### src/rtl/user_project_addr_space_regfile.sv
// Wishbone register-file slave: DEPTH words at BASE_ADDR, byte-lane writes, wait states, access statistics.
// Define USER_ADDR_SPACE_ERR_EN to answer misses with wbs_err_o instead of wbs_ack_o.

module user_project_addr_space_lane (
    input  logic       sel,
    input  logic [7:0] old_byte,
    input  logic [7:0] new_byte,
    output logic [7:0] merged
);
    assign merged = sel ? new_byte : old_byte;
endmodule

module user_project_addr_space_regfile #(
    parameter int unsigned DEPTH        = 16,
    parameter logic [31:0] BASE_ADDR    = 32'h3000_0000,
    parameter int unsigned WAIT_CYCLES  = 0,
    parameter logic [31:0] READ_DEFAULT = 32'h0000_0777
) (
    input  logic        wb_clk_i,
    input  logic        wb_rst_i,
    input  logic        wbs_stb_i,
    input  logic        wbs_cyc_i,
    input  logic        wbs_we_i,
    input  logic [3:0]  wbs_sel_i,
    input  logic [31:0] wbs_dat_i,
    input  logic [31:0] wbs_adr_i,
    output logic        wbs_ack_o,
    output logic [31:0] wbs_dat_o,
    output logic [15:0] access_cnt_o,
    output logic [31:0] last_addr_o
`ifdef USER_ADDR_SPACE_ERR_EN
    ,
    output logic        wbs_err_o
`endif
);
    localparam int         AW        = $clog2(DEPTH);
    localparam int         NUM_LANES = 4;
    localparam logic [3:0] WAIT_INIT = 4'(WAIT_CYCLES);
`ifdef USER_ADDR_SPACE_ERR_EN
    localparam bit ERR_EN = 1'b1;
`else
    localparam bit ERR_EN = 1'b0;
`endif

    typedef enum logic [1:0] {S_IDLE, S_WAIT, S_ACK} state_t;

    typedef struct packed {
        logic        we;
        logic [3:0]  sel;
        logic [31:0] adr;
        logic [31:0] dat;
        logic        hit;
    } req_t;

    state_t                      state, state_nxt;
    req_t                        req_in, req_q, cur;
    logic [3:0]                  wait_cnt;
    logic [31:0]                 regs [DEPTH];
    logic [AW-1:0]               cur_idx;
    logic [31:0]                 cur_word;
    logic [NUM_LANES-1:0][7:0]   wr_merged;
    logic                        req, hit, bus_held, enter_ack;

    assign req      = wbs_cyc_i & wbs_stb_i & ~wbs_ack_o;
    assign bus_held = wbs_cyc_i & wbs_stb_i;
    assign hit      = (wbs_adr_i[31:AW+2] == BASE_ADDR[31:AW+2]);
    assign req_in   = '{we: wbs_we_i, sel: wbs_sel_i, adr: wbs_adr_i, dat: wbs_dat_i, hit: hit};

    // With no wait states ACK is entered straight from IDLE, before the latch holds the request.
    assign cur       = (state == S_IDLE) ? req_in : req_q;
    assign cur_idx   = cur.adr[AW+1:2];
    assign cur_word  = regs[cur_idx];
    assign enter_ack = (state_nxt == S_ACK);

    for (genvar l = 0; l < NUM_LANES; l++) begin : g_lane
        user_project_addr_space_lane u_lane (
            .sel      (cur.sel[l]),
            .old_byte (cur_word[8*l +: 8]),
            .new_byte (cur.dat[8*l +: 8]),
            .merged   (wr_merged[l])
        );
    end

    always_ff @(posedge wb_clk_i or posedge wb_rst_i) begin
        if (wb_rst_i) state <= S_IDLE;
        else          state <= state_nxt;
    end

    always_comb begin
        state_nxt = state;
        unique case (state)
            S_IDLE: if (req) state_nxt = (WAIT_CYCLES == 0) ? S_ACK : S_WAIT;
            S_WAIT: begin
                if (!bus_held)              state_nxt = S_IDLE;
                else if (wait_cnt == 4'd1)  state_nxt = S_ACK;
            end
            S_ACK:   state_nxt = S_IDLE;
            default: state_nxt = S_IDLE;
        endcase
    end

    always_comb begin
        wbs_ack_o = 1'b0;
`ifdef USER_ADDR_SPACE_ERR_EN
        wbs_err_o = 1'b0;
        if (state == S_ACK) begin
            if (req_q.hit) wbs_ack_o = 1'b1;
            else           wbs_err_o = 1'b1;
        end
`else
        wbs_ack_o = (state == S_ACK);
`endif
    end

    always_ff @(posedge wb_clk_i or posedge wb_rst_i) begin
        if (wb_rst_i) begin
            req_q        <= '0;
            wait_cnt     <= '0;
            wbs_dat_o    <= '0;
            access_cnt_o <= '0;
            last_addr_o  <= '0;
            for (int i = 0; i < DEPTH; i++) regs[i] <= '0;
        end else begin
            if (state == S_IDLE && req) begin
                req_q    <= req_in;
                wait_cnt <= WAIT_INIT;
            end else if (state == S_WAIT) begin
                wait_cnt <= wait_cnt - 4'd1;
            end
            if (enter_ack) begin
                if (cur.we) begin
                    if (cur.hit) regs[cur_idx] <= wr_merged;
                end else if (cur.hit) begin
                    wbs_dat_o <= cur_word;
                end else if (!ERR_EN) begin
                    wbs_dat_o <= READ_DEFAULT;
                end
                if (access_cnt_o != 16'hFFFF) access_cnt_o <= access_cnt_o + 16'd1;
                last_addr_o <= cur.adr;
            end
        end
    end
endmodule

### config.mk
export PLATFORM = sky130hd
export DESIGN_NAME = user_project_addr_space_regfile
export DESIGN_NICKNAME = d
export VERILOG_FILES = /design/src/rtl/user_project_addr_space_regfile.sv
export SDC_FILE = /design/constraint.sdc
export NUM_CORES = 2
export LEC_CHECK = 0
export ABC_AREA = 1
export CAP_MARGIN = 20
export CORE_ASPECT_RATIO = 1.1
export CORE_UTILIZATION = 55
export DETAILED_ROUTE_END_ITERATION = 10
export PLACE_DENSITY = 0.85
export SLEW_MARGIN = 25
export SYNTH_ARGS = -nofsm -noshare
export SYNTH_HDL_FRONTEND = slang
export SYNTH_SLANG_ARGS = --single-unit
### constraint.sdc
create_clock -name wb_clk_i -period 24.7 [get_ports wb_clk_i]
set_input_delay 6.175 -clock wb_clk_i [delete_from_list [all_inputs] [get_ports wb_clk_i]]
set_output_delay 6.175 -clock wb_clk_i [all_outputs]
set_load 0.02 [all_outputs]
==> impl_results.md <==
* R2R depth at 13
* IR drop worst, VDD at 65.3 uV
* Worst path arrival time at between 10 and 15 ns
* Worst-Margin Slew at 1.13 ns
* Gr ovfl total at 0
* Chip Width at about 240 um
* First-pass GRT wire length at about 170 mm
* Critical path fanouts, max at 45
* Pins Over Slew Limit at 0
* MaxCap Viol Count at 0
* Slew margin rel. at 0.246
* Yosys Warn Count at 0
* Worst-path clk slew at about 0.06 ns
* Lkg Pwr at between 15 and 20 nW
* Vias in the first global route at about 31,000
* Layout cell share with drive strength beyond 1 at 0.0606
* Biggest area consumer among synthesized cells: dfrtp_1
* Detailed Route Iter0 Violations at about 4,600
* Critical Path Max Stage Delay at 0.72 ns
* Hold WC Path Type: reg -> reg
* Die Height at between 200 and 300 um
* Syn avg cell area at between 7 and 8 um^2
* Worst-path cell chain: clkdlybuf4s50_1, nand2_1, buf_4, nand2_4, buf_4, nand2_4, nor2_1, inv_1, nor2_4, inv_2, nand2_1, nand2_1
* Setup Crit Path Kind: in -> reg
* Commonest non-fill, non-tap cells in the layout: nand2_1, dfrtp_1, nand3_1, inv_1, nor2_1
* Vias at about 32,000
* Crit path time final at 9.97 ns
* PD cells at ~73 mW/mm^2
* Setup Buffers After CTS at 0
* Required time worst endpoint at ~25 ns
* Cell family with most CP delay: simple AND/OR/NAND/NOR gates
* Clock latency at the later pin of the worst-skew pair at between 0.6 and 0.7 ns
* Synth-to-layout area growth at 12.0%
* Die area at around 0.062 mm^2
* Clock Root Buffer: clkbuf_16
* Starting Density at 0.559
* Post-detail-place hpwl at about 60 mm
* Startpoint Class: primary input
* Vias/cell at about 6
* GRT Overall Usage at 0.357
* Syn nets at between 4,000 and 5,000
* WL per Instance at between 20 and 25 um
* Clock Tree Buf Depth at 3
* Filler instances at approximately 5,000
* Clock Skews at approximately 0.033 ns
* RSZ-0062 raised after global routing: no
* Rows at 94
* Status: finished clean
* Hold path depth at 2
* Fin. Hold Viols at 0
* Fin crit share at 0.404
* Synth cell types at 33
* Largest cells by area after synthesis: dfrtp_1, nand2_1, nand3_1
* Top-area cell type share of the netlist area at 0.497
* Most frequent CP cell: nand2_1
* Hold buffers post-CTS at 0
* Final setup fails at 0
* Final WL at 109 mm
* Register area share after synthesis at 0.497
* Slowest stage cell on the critical path: nor2_4
* Post-route ant nets at 0
* TritonCTS buffer count at 70
* Crit path depth at 12
* Initial antenna violation count at 2
* Nets at between 4,000 and 5,000
* Largest net degree at the start of global routing at between 150 and 200
* Clock tree sinks at 668
* GPL Wtd Cong at slightly below 0.9
* DRC at 0
* IO Port Bufs at 153
* Cells after Synth at between 4,000 and 5,000
* Worst setup EP type: flop
* CTS tree: built
* TNS Setup at 0 ns
* Fmax at 100 MHz
* Drt pass-1 iters at 8
* CP Buf/Inv Count at 5
* Worst Hold Margin at around 0.47 ns
* Commonest non-fill, non-tap cell in the layout: nand2_1
* Post-CTS sizing at 0
* Synth Cell Area at about 0.034 mm^2
* H-tree depth at 3
* Core ar. at between 0.06 and 0.07 mm^2
* Yosys reg bits at between 600 and 700
* Ports at 154
==> layout make-up <==
class / instances / area (um^2) / area share
flip-flops and latches: 668 / 16700 / 0.444
multi-input cells: 3267 / 14300 / 0.381
repair buffers: 227 / 2210 / 0.0587
clock buffers: 100 / 1970 / 0.0524
inverters: 300 / 1130 / 0.0300
well taps: 816 / 1020 / 0.0271
clock inverters: 24 / 263 / 0.00698
diodes: 2 / 5.00 / 0.000133
==> layer usage <==
layer  global-route usage  wire (um)  up-vias
met5             0.000758          0        -
met3               0.0938      13800      560
li1                     -          -    14200
met2                0.546      48900     2302
met1                0.445      39200    15000
met4                0.245       7460        0
==> cells in the mapped netlist <==
library cell / count
a21oi_1: 10
a31oi_1: 28
buf_1: 8
buf_2: 123
buf_4: 35
buf_6: 17
clkbuf_1: 109
dfrtp_1: 668
ha_1: 3
inv_1: 286
inv_2: 14
nand2_1: 2034
nand2_2: 15
nand2_4: 5
nand3_1: 616
nand3_2: 21
nand3b_1: 81
nand4_1: 5
nand4_4: 1
nor2_1: 207
nor2_2: 16
nor2_4: 14
nor2_8: 1
nor3_1: 8
nor4_1: 3
o211ai_1: 32
o21ai_0: 99
o21ai_1: 49
o21ai_2: 1
o22ai_1: 2
or2_2: 1
xnor2_1: 4
xor2_1: 11
==> path summary, 6_finish.rpt <==
check                             start         to  slack [ns]
max in group asynchronous      wb_rst_i  regs[445]       16.65
hold reg to reg               regs[399]  regs[399]        0.47
hold / removal                regs[399]  regs[399]        0.47
setup reg to reg               state[0]  regs[221]       19.38
setup / recovery           wbs_adr_i[2]  regs[221]       14.73
min in group asynchronous      wb_rst_i  regs[322]        5.99
==> flip-flops by register name (all words and copies together), names as in the netlist <==
register,flops
wbs_dat_o,32
req_q,70
last_addr_o,32
access_cnt_o,16
regs,512
state,2
wait_cnt,4
==> kinds of logic after synthesis <==
logic type	share of synthesized area
buffers and inverters	0.0784
and+or+nand+nor	0.383
adders and majority gates	0.00112
DFF	0.497
AOI/OAI and AO/OA	0.0365
xor gates and xnor gates	0.00391
==> power by group <==
group,switching (W),internal [W]
Combinational,0.000337,0.000145
Clock,0.000460,0.000601
Sequential,0.0000456,0.00117
Total,0.000843,0.00191
==> metrics by stage <==
stage	utilization	setup slack, ns	cells	instance area (um^2)	power, W
floorplan	-	9.39	4527	33600	0.00153
global route	0.626	14.63	5404	37700	0.00285
CTS	0.625	14.96	5399	37600	0.00275
detailed placement	0.588	14.33	5275	35300	0.00170
finish	0.626	14.73	5404	37700	0.00276
global placement	0.587	14.07	5273	35300	0.00169
==> worst min-delay path: cells and delay by family (launching register included) <==
family	cells	cell delay, ns
AND/OR/NAND/NOR	2	0.10
flip-flops	1	0.34
Note: power is estimated with default switching activity, not from simulation.
